[src/rtl/start_load_sequencer_if.sv]
// Command, storage-load and output-stream signals of the start/load sequencer.
// The sequencer takes the slave side; the environment driving it takes the master side.
interface start_load_sequencer_if #(
   parameter int data_size = 16,
   parameter int size      = 3
);
   logic                        cmd_start;
   logic [31:0]                 cmd_layer_size;
   logic [31:0]                 cmd_data_set;
   logic                        cmd_ready;

   logic                        load;
   logic [31:0]                 load_address;
   logic [31:0]                 load_row;
   logic [31:0]                 load_data_set;
   logic                        reset_counter;
   logic [data_size*size-1:0]   load_data;

   // out_* handshake: an element moves on a cycle where out_valid and out_ready are both 1.
   // While out_valid=1 and out_ready=0 the element stays unchanged.
   logic                        out_valid;
   logic                        out_ready;
   logic [data_size*size-1:0]   out_data;
   logic [31:0]                 out_row;
   logic [31:0]                 out_address;
   logic                        out_last;

   logic                        done;
   logic                        error;

   modport slave (
      input  cmd_start, cmd_layer_size, cmd_data_set, load_data, out_ready,
      output cmd_ready, load, load_address, load_row, load_data_set, reset_counter,
      output out_valid, out_data, out_row, out_address, out_last, done, error
   );

   modport master (
      output cmd_start, cmd_layer_size, cmd_data_set, load_data, out_ready,
      input  cmd_ready, load, load_address, load_row, load_data_set, reset_counter,
      input  out_valid, out_data, out_row, out_address, out_last, done, error
   );
endinterface

[src/rtl/start_load_sequencer.sv]
// Walks rows x addresses of a layer, issuing storage loads and streaming the
// returned words through a 2-entry FIFO with row/address/last tags.
module start_load_sequencer #(
   parameter int data_size      = 16,
   parameter int size           = 3,
   parameter int max_layer_size = 5
) (
   input  logic                    clk,
   input  logic                    reset_n,
   start_load_sequencer_if.slave   bus,
   output logic [1:0]              dbg_state
);
   localparam int DW = data_size * size;

   typedef enum logic [1:0] {
      IDLE  = 2'd0,
      RUN   = 2'd1,
      DRAIN = 2'd2
   } state_t;

   state_t          state_q, state_d;
   logic [31:0]     layer_size_q, layer_size_d;
   logic [31:0]     data_set_q, data_set_d;
   logic [31:0]     row_q, row_d;
   logic [31:0]     addr_q, addr_d;
   logic            done_q, done_d;
   logic            error_q, error_d;

   logic [DW-1:0]   fifo_data_q [2];
   logic [DW-1:0]   fifo_data_d [2];
   logic [31:0]     fifo_row_q  [2];
   logic [31:0]     fifo_row_d  [2];
   logic [31:0]     fifo_addr_q [2];
   logic [31:0]     fifo_addr_d [2];
   logic            fifo_last_q [2];
   logic            fifo_last_d [2];
   logic            wr_ptr_q, wr_ptr_d;
   logic            rd_ptr_q, rd_ptr_d;
   logic [1:0]      count_q, count_d;

   logic            cmd_ok;
   logic            accept;
   logic            pop;
   logic            issue;
   logic            last_elem;

   assign cmd_ok    = (bus.cmd_layer_size != 32'd0) &&
                      (bus.cmd_layer_size <= 32'(max_layer_size));
   // reset_counter is combinational, so keep it quiet while reset is held.
   assign accept    = reset_n && (state_q == IDLE) && bus.cmd_start && cmd_ok;
   assign pop       = (count_q != 2'd0) && bus.out_ready;
   // A pop in the same cycle frees the slot a full FIFO needs for this push.
   assign issue     = (state_q == RUN) && ((count_q != 2'd2) || pop);
   assign last_elem = (row_q == 32'(size - 1)) && (addr_q == layer_size_q - 32'd1);

   always_comb begin
      state_d      = state_q;
      layer_size_d = layer_size_q;
      data_set_d   = data_set_q;
      row_d        = row_q;
      addr_d       = addr_q;
      done_d       = 1'b0;
      error_d      = 1'b0;
      fifo_data_d  = fifo_data_q;
      fifo_row_d   = fifo_row_q;
      fifo_addr_d  = fifo_addr_q;
      fifo_last_d  = fifo_last_q;
      wr_ptr_d     = wr_ptr_q;
      rd_ptr_d     = rd_ptr_q;
      count_d      = count_q + {1'b0, issue} - {1'b0, pop};

      case (state_q)
         IDLE: begin
            if (bus.cmd_start) begin
               if (cmd_ok) begin
                  layer_size_d = bus.cmd_layer_size;
                  data_set_d   = bus.cmd_data_set;
                  row_d        = 32'd0;
                  addr_d       = 32'd0;
                  state_d      = RUN;
               end else begin
                  error_d = 1'b1;
               end
            end
         end
         RUN: begin
            if (issue) begin
               if (last_elem) begin
                  row_d   = 32'd0;
                  addr_d  = 32'd0;
                  state_d = DRAIN;
               end else if (addr_q == layer_size_q - 32'd1) begin
                  row_d  = row_q + 32'd1;
                  addr_d = 32'd0;
               end else begin
                  addr_d = addr_q + 32'd1;
               end
            end
         end
         DRAIN: begin
            if (pop && fifo_last_q[rd_ptr_q]) begin
               done_d  = 1'b1;
               state_d = IDLE;
            end
         end
         default: state_d = IDLE;
      endcase

      if (issue) begin
         fifo_data_d[wr_ptr_q] = bus.load_data;
         fifo_row_d[wr_ptr_q]  = row_q;
         fifo_addr_d[wr_ptr_q] = addr_q;
         fifo_last_d[wr_ptr_q] = last_elem;
         wr_ptr_d              = ~wr_ptr_q;
      end
      if (pop) begin
         rd_ptr_d = ~rd_ptr_q;
      end
   end

   always_ff @(posedge clk or negedge reset_n) begin
      if (!reset_n) begin
         state_q      <= IDLE;
         layer_size_q <= '0;
         data_set_q   <= '0;
         row_q        <= '0;
         addr_q       <= '0;
         done_q       <= 1'b0;
         error_q      <= 1'b0;
         wr_ptr_q     <= 1'b0;
         rd_ptr_q     <= 1'b0;
         count_q      <= 2'd0;
         for (int i = 0; i < 2; i++) begin
            fifo_data_q[i] <= '0;
            fifo_row_q[i]  <= '0;
            fifo_addr_q[i] <= '0;
            fifo_last_q[i] <= 1'b0;
         end
      end else begin
         state_q      <= state_d;
         layer_size_q <= layer_size_d;
         data_set_q   <= data_set_d;
         row_q        <= row_d;
         addr_q       <= addr_d;
         done_q       <= done_d;
         error_q      <= error_d;
         wr_ptr_q     <= wr_ptr_d;
         rd_ptr_q     <= rd_ptr_d;
         count_q      <= count_d;
         for (int i = 0; i < 2; i++) begin
            fifo_data_q[i] <= fifo_data_d[i];
            fifo_row_q[i]  <= fifo_row_d[i];
            fifo_addr_q[i] <= fifo_addr_d[i];
            fifo_last_q[i] <= fifo_last_d[i];
         end
      end
   end

   assign bus.cmd_ready     = (state_q == IDLE);
   assign bus.load          = issue;
   assign bus.load_row      = issue ? row_q      : 32'd0;
   assign bus.load_address  = issue ? addr_q     : 32'd0;
   assign bus.load_data_set = issue ? data_set_q : 32'd0;
   assign bus.reset_counter = accept;

   assign bus.out_valid     = (count_q != 2'd0);
   assign bus.out_data      = fifo_data_q[rd_ptr_q];
   assign bus.out_row       = fifo_row_q[rd_ptr_q];
   assign bus.out_address   = fifo_addr_q[rd_ptr_q];
   assign bus.out_last      = fifo_last_q[rd_ptr_q];

   assign bus.done          = done_q;
   assign bus.error         = error_q;
   assign dbg_state         = state_q;
endmodule
[src/flat_wrapper.sv]
// flat-port wrapper written by rule: the top's interface ports become plain ports
module start_load_sequencer_flat 
#(
   parameter int data_size      = 16,
   parameter int size           = 3,
   parameter int max_layer_size = 5
)
  (clk, reset_n, dbg_state, bus_cmd_start, bus_cmd_layer_size, bus_cmd_data_set, bus_load_data, bus_out_ready, bus_cmd_ready, bus_load, bus_load_address, bus_load_row, bus_load_data_set, bus_reset_counter, bus_out_valid, bus_out_data, bus_out_row, bus_out_address, bus_out_last, bus_done, bus_error);
  start_load_sequencer_if #(.data_size(data_size), .size(size)) bus_i ();
  input  logic clk;
  input  logic reset_n;
  output logic [1:0] dbg_state;
  input wire logic [$bits(bus_i.cmd_start)-1:0] bus_cmd_start;
  input wire logic [$bits(bus_i.cmd_layer_size)-1:0] bus_cmd_layer_size;
  input wire logic [$bits(bus_i.cmd_data_set)-1:0] bus_cmd_data_set;
  input wire logic [$bits(bus_i.load_data)-1:0] bus_load_data;
  input wire logic [$bits(bus_i.out_ready)-1:0] bus_out_ready;
  output wire logic [$bits(bus_i.cmd_ready)-1:0] bus_cmd_ready;
  output wire logic [$bits(bus_i.load)-1:0] bus_load;
  output wire logic [$bits(bus_i.load_address)-1:0] bus_load_address;
  output wire logic [$bits(bus_i.load_row)-1:0] bus_load_row;
  output wire logic [$bits(bus_i.load_data_set)-1:0] bus_load_data_set;
  output wire logic [$bits(bus_i.reset_counter)-1:0] bus_reset_counter;
  output wire logic [$bits(bus_i.out_valid)-1:0] bus_out_valid;
  output wire logic [$bits(bus_i.out_data)-1:0] bus_out_data;
  output wire logic [$bits(bus_i.out_row)-1:0] bus_out_row;
  output wire logic [$bits(bus_i.out_address)-1:0] bus_out_address;
  output wire logic [$bits(bus_i.out_last)-1:0] bus_out_last;
  output wire logic [$bits(bus_i.done)-1:0] bus_done;
  output wire logic [$bits(bus_i.error)-1:0] bus_error;
  assign bus_i.cmd_start = bus_cmd_start;
  assign bus_i.cmd_layer_size = bus_cmd_layer_size;
  assign bus_i.cmd_data_set = bus_cmd_data_set;
  assign bus_i.load_data = bus_load_data;
  assign bus_i.out_ready = bus_out_ready;
  assign bus_cmd_ready = bus_i.cmd_ready;
  assign bus_load = bus_i.load;
  assign bus_load_address = bus_i.load_address;
  assign bus_load_row = bus_i.load_row;
  assign bus_load_data_set = bus_i.load_data_set;
  assign bus_reset_counter = bus_i.reset_counter;
  assign bus_out_valid = bus_i.out_valid;
  assign bus_out_data = bus_i.out_data;
  assign bus_out_row = bus_i.out_row;
  assign bus_out_address = bus_i.out_address;
  assign bus_out_last = bus_i.out_last;
  assign bus_done = bus_i.done;
  assign bus_error = bus_i.error;
  start_load_sequencer #(.data_size(data_size), .size(size), .max_layer_size(max_layer_size)) u_core (.clk(clk), .reset_n(reset_n), .bus(bus_i), .dbg_state(dbg_state));
endmodule
[config.mk]
export PLATFORM = sky130hd
export DESIGN_NAME = start_load_sequencer_flat
export DESIGN_NICKNAME = d
export VERILOG_FILES = /design/src/rtl/start_load_sequencer_if.sv /design/src/rtl/start_load_sequencer.sv /design/src/flat_wrapper.sv
export SDC_FILE = /design/constraint.sdc
export NUM_CORES = 1
export LEC_CHECK = 0
export ABC_CLOCK_PERIOD_IN_PS = 9600
export CORE_MARGIN = 4
export CORE_UTILIZATION = 40
export CTS_BUF_LIST = sky130_fd_sc_hd__clkbuf_16
export CTS_CLUSTER_DIAMETER = 50
export DETAILED_ROUTE_END_ITERATION = 8
export GPL_ROUTABILITY_DRIVEN = 0
export PLACE_DENSITY = 0.6
export RECOVER_POWER = 50
export SLEW_MARGIN = 20
export SYNTH_ARGS = -nofsm -noshare
export SYNTH_HDL_FRONTEND = slang
export SYNTH_SLANG_ARGS = --single-unit
[constraint.sdc]
create_clock -name clk -period 9.6 [get_ports clk]
set_input_delay 0.96 -clock clk [delete_from_list [all_inputs] [get_ports clk]]
set_output_delay 0.96 -clock clk [all_outputs]
set_load 0.01 [all_outputs]
---- After elaboration in Yosys (flattened, before gate mapping) ----
Cells that the tools add are included.
cells by class
  magnitude comparators ................... 4
  bitwise gates (word level) .............. 4
  reduce and logical (&&, ||, !) cells .... 18
  eq/ne operators ......................... 11
  multiplexer cells ....................... 46
  add/subtract/negate cells ............... 5
operators with widths
  kind                     number
  $mux W32                 18
  $mux W48                 4
  $bwmux W64               2
  $pmux W32 S2             2
  $bwmux W96               1
  $add A32 B1 Y32 const B  2
  $demux W48 S1            1
  $demux W32 S1            1
  $eq A32 B2 Y1 const B    1
  $eq A32 B32 Y1           1
  $le A32 B3 Y1 const B    1
  $reduce_bool A32 Y1      1
  $sub A32 B1 Y32 const B  1
  $mux W2                  5
  $reduce_and A5 Y1        2
  $logic_and A1 B1 Y1      9
  $mux W1                  9
  $ne A2 B1 Y1 const B     4
  $pmux W2 S3              1
  $ge A2 B2 Y1 const B     2
  $ne A2 B2 Y1 const B     2
  $not A1 Y2               2
  $reduce_and A4 Y1        1
  $reduce_bool A2 Y1       2
  other kinds (12)         13
storage, ports and cells
  input port bits ......................... 116
  register bits after elaboration ......... 362

---- Longest topological paths before layout ----
  depth in word-level cells ............... 7
  depth in mapped cells ................... 12
  mapped depth without buffers ............ 10

---- Worst setup path after synthesis ----
OpenSTA, ideal clock, no wires.
  path kind ............................... input port to flip-flop
  start point ............................. input bus_cmd_layer_size[29]
  end point ............................... register u_core.row_q[25]
  stages .................................. 10
  arrival time ............................ 3262 ps
  path slack .............................. 6208 ps
  cell sequence ........................... nor4_1 -> nand4_1 -> or4_1 -> a22oi_1 -> nand4bb_1 -> or4_1 -> clkbuf_1 -> buf_2 -> o311ai_1 -> nand2_1
between the ends
  word-level cells in the longest chain between the ends .. 4
  elaborated cells between the ends (all ways) .. 5
RTL lines
  what                                                  RTL line                                                text
  from (decl)                                           flat_wrapper.sv:14                                      input wire logic [$bits(bus_i.cmd_layer_size)-1:0] bus_cmd_layer_size;
  $le A32 B3 Y1 or $reduce_bool A32 Y1 (tied branches)  start_load_sequencer.sv:48, start_load_sequencer.sv:47
  $logic_and A1 B1 Y1 *                                 start_load_sequencer.sv:47                              assign cmd_ok = (bus.cmd_layer_size != 32'd0) &&
  $ne A2 B1 Y1 (no line) *                              -
  $reduce_and A5 Y1 (no line) *                         -
  to (signal assigned)                                  start_load_sequencer.sv:143                             row_q <= row_d;
  to (decl)                                             start_load_sequencer.sv:24                              logic [31:0] row_q, row_d;
Every way passes the cells marked *; elsewhere a longest branch is shown, timed or not.
A chain may end at the register's enable or synchronous reset.

---- Final worst setup path ----
  start point ............................. input bus_out_ready
  end point ............................... register u_core.fifo_row_q[48] in the netlist's numbering
between the ends
  word-level cells in the longest chain between the ends .. 3
RTL lines
  what                             RTL line                     text
  from (decl)                      flat_wrapper.sv:17           input wire logic [$bits(bus_i.out_ready)-1:0] bus_out_ready;
  $logic_and A1 B1 Y1              start_load_sequencer.sv:51   assign pop = (count_q != 2'd0) && bus.out_ready;
  $logic_or A1 B1 Y1               start_load_sequencer.sv:53   assign issue = (state_q == RUN) && ((count_q != 2'd2) || pop);
  $logic_and A1 B1 Y1              start_load_sequencer.sv:53
  to (signal, indexed assignment)  start_load_sequencer.sv:152  fifo_row_q[i] <= fifo_row_d[i];
  to (decl)                        start_load_sequencer.sv:31   logic [31:0] fifo_row_q [2];
No other way between the ends.

==> impl_metrics.toml <==
[synth]
synth_top_cell_area_share_pct = 50.69
ys_seq_area_share_pct = 50.69
synth_edf_count = 0
yosysUniqueCellTypes = 68
syn_nets = 1952
syn_avg_cell_area_um2 = 9.766
synth_most_common_cell = "nand2_1"
synth.area.top_cells = "dfrtp_1 51%, mux2_2 13%, nand2_1 11%"
async_reset_ff_share_pct = 100.0
yosys_warnings = 0
yosys-top-cells-count = "500 x nand2_1, 362 x dfrtp_1, 214 x mux2_2"
synth_ff_type = "dfrtp_1"
synth_top_area_cell = "dfrtp_1"
ys_ff_latch = 362
syn_inst = 1830
synth_area_um2 = 17870

[power_and_ir_drop]
ir_drop_uv = 107.7
p_leak_uw = 0.01111
power_density_nw_per_um2 = 147.1

[sta]
hold_viol = 0
finalSetupViolations = 0
fin_skew_ps = 15.52
max_slew.worst_pin.slew_ps = 4393
slew_headroom_pct = -192.9
fmax_mhz = 156.8
fin_tns_setup_ps = 0
rsz0062_at_grt = "no"
drv_slew = 418
min_period_ps = 6377
timing.final.crit_share_pct = 66.43

[floorplanning]
design.portCount = 333
dieArea_um2 = 48120
die_w_um = 219.4
rows = 77
coreArea_um2 = 44220
start_util_pct = 40.41
dieHeight_um = 219.4

[final_layout]
fin_area_um2 = 23120
nNetsFinal = 2223
diodes = 0
final_cell_count_no_fill = 2727
drive_gt1_share_pct = 14.66
synthToLayoutAreaGrowth_pct = 29.40
fillCellCount = 4001

[grt]
grt_max_degree = 160
antenna_found_initial = 1
gr-total-overflow = 0
grt_usage_pct = 21.06
grt_pass1_vias = 14350
grt_pass1_wl_um = 80880

[worst_setup_path]
crit_fanout = 75
crit_end = "u_core.fifo_row_q[48]"
reg2reg_depth = 4
reg2reg_slack_ps = 3780
start_kind = "input pin"
endpoint_kind = "flop"
worstPathRequired_ps = 9870
r2r_end = "u_core.fifo_row_q[48]"
cp-startpoint = "bus_out_ready"
worstPathArrival_ps = 6650
r2r_start = "u_core.count_q[0]"
crit_type = "in -> reg"

[job]
cap_violations = 6

[run_status]
violations = "max-capacitance violations, max-slew violations"
outcome = "finished with violations"

[cts]
cts.sinks = 362
cts_setup_buffers = 0
clk_latency_ps = 560
clk_path_buf_depth = 3
post_cts_resized = 0
cts_buffers = 48
cts_tree = "done"
root_buffer = "clkbuf_16"
clk_pin_slew_ps = 50
htree_levels = 2
holdBufCountCts = 0

[drt]
routed_wl_um = 51370
post_drt_wl_per_cell_um = 18.84
antenna_left = 0
vias = 14090
drc_errors = 0
firstDrtPassIters = 5
viasPerCell = 5.168
drtIter0Drc = 877

[placed_design]
dpl.cell_count = 2643
placed_area_um2 = 21600
hpwl_um = 33550
portBuffers = 332

[min_path]
hold_path_class = "reg -> reg"
worst min-delay path by stage:
stage,startpoint,endpoint,slack [ps],depth (start not counted)
6_report,u_core.data_set_q[2],u_core.data_set_q[2],460,2
5_1_grt,u_core.data_set_q[23],u_core.data_set_q[23],480,2
4_1_cts,reset_n,u_core.fifo_data_q[92],360,1
3_5_place_dp,u_core.data_set_q[2],u_core.data_set_q[2],450,2
3_3_place_gp,u_core.data_set_q[5],u_core.data_set_q[5],440,2
2_1_floorplan,u_core.data_set_q[0],u_core.data_set_q[0],430,2
layer usage:
metal	track usage [%]	vias up	wire [um]	part of all wire, %
li1	-	6700	-	-
met1	29.16	6933	23370	45
met2	33.10	383	23510	46
met3	4.957	74	3231	6.3
met4	6.151	2	1238	2.4
met5	0	-	12	0.023
sequential cells by signal, summed over array words and instances (netlist names), 32 cells and up:
| name | count |
|---|---|
| u_core.fifo_data_q | 96 |
| u_core.fifo_addr_q | 64 |
| u_core.fifo_row_q | 64 |
| u_core.addr_q | 32 |
| u_core.data_set_q | 32 |
| u_core.layer_size_q | 32 |
| u_core.row_q | 32 |
layout make-up:
class	count	area, um^2	area share, %
multi-input cells	1321	8250	35.68
inverters	20	75.07	0.3246
clock buffers	49	1226	5.302
clock inverters	35	341.6	1.477
well taps	592	740.7	3.203
flip-flops and latches	362	9059	39.17
repair buffers	348	3432	14.84
stage by stage:
| stage | utilization, % | hold WS (ps) | total power [uW] | setup slack (ps) |
|---|---|---|---|---|
| floorplan | - | 430.4 | 1570 | 6208 |
| global placement | 48.85 | 440.7 | 1663 | 4534 |
| detailed placement | 48.85 | 448.2 | 1664 | 4448 |
| CTS | 52.39 | 358.1 | 3455 | 4992 |
| global route | 52.29 | 483.9 | 3527 | 2412 |
| finish | 52.29 | 455.3 | 3401 | 3223 |
cells in the final DEF (no fill, tap or decap), drive strengths merged, types with 23 or more instances in the layout:
master	netlist	routed
inv	20	33
dfrtp	362	362
and2	118	118
o21ai	41	41
nor4	24	24
clkbuf	104	55
clkdlybuf4s50	0	322
nor2	114	114
mux2	214	214
xnor2	39	39
nand3	26	26
o2111ai	23	23
xor2	29	29
nand2	500	500
critical path, stage by stage:
cell           delay (ps)
dlygate4sd3_1         550
nor3b_1               380
or3_1                1740
clkbuf_1             2610
o21ai_0               310
power by group:
group / internal [uW] / leakage, uW / switching (uW)
clock network: 1090 / 0.000793 / 680
logic: 53.4 / 0.00540 / 49.4
registers: 1530 / 0.00492 / 3.57
cell families after synthesis:
kind of cell	after synthesis	share of synthesized area [%]
muxes	220	13.82
AOI/OAI and AO/OA	131	5.377
adders and majority gates	6	0.4201
xor gates and xnor gates	68	3.333
and+or+nand+nor	896	23.08
buffers and inverters	147	3.277
DFF	362	50.69
Power figures use the tool's default switching activity.
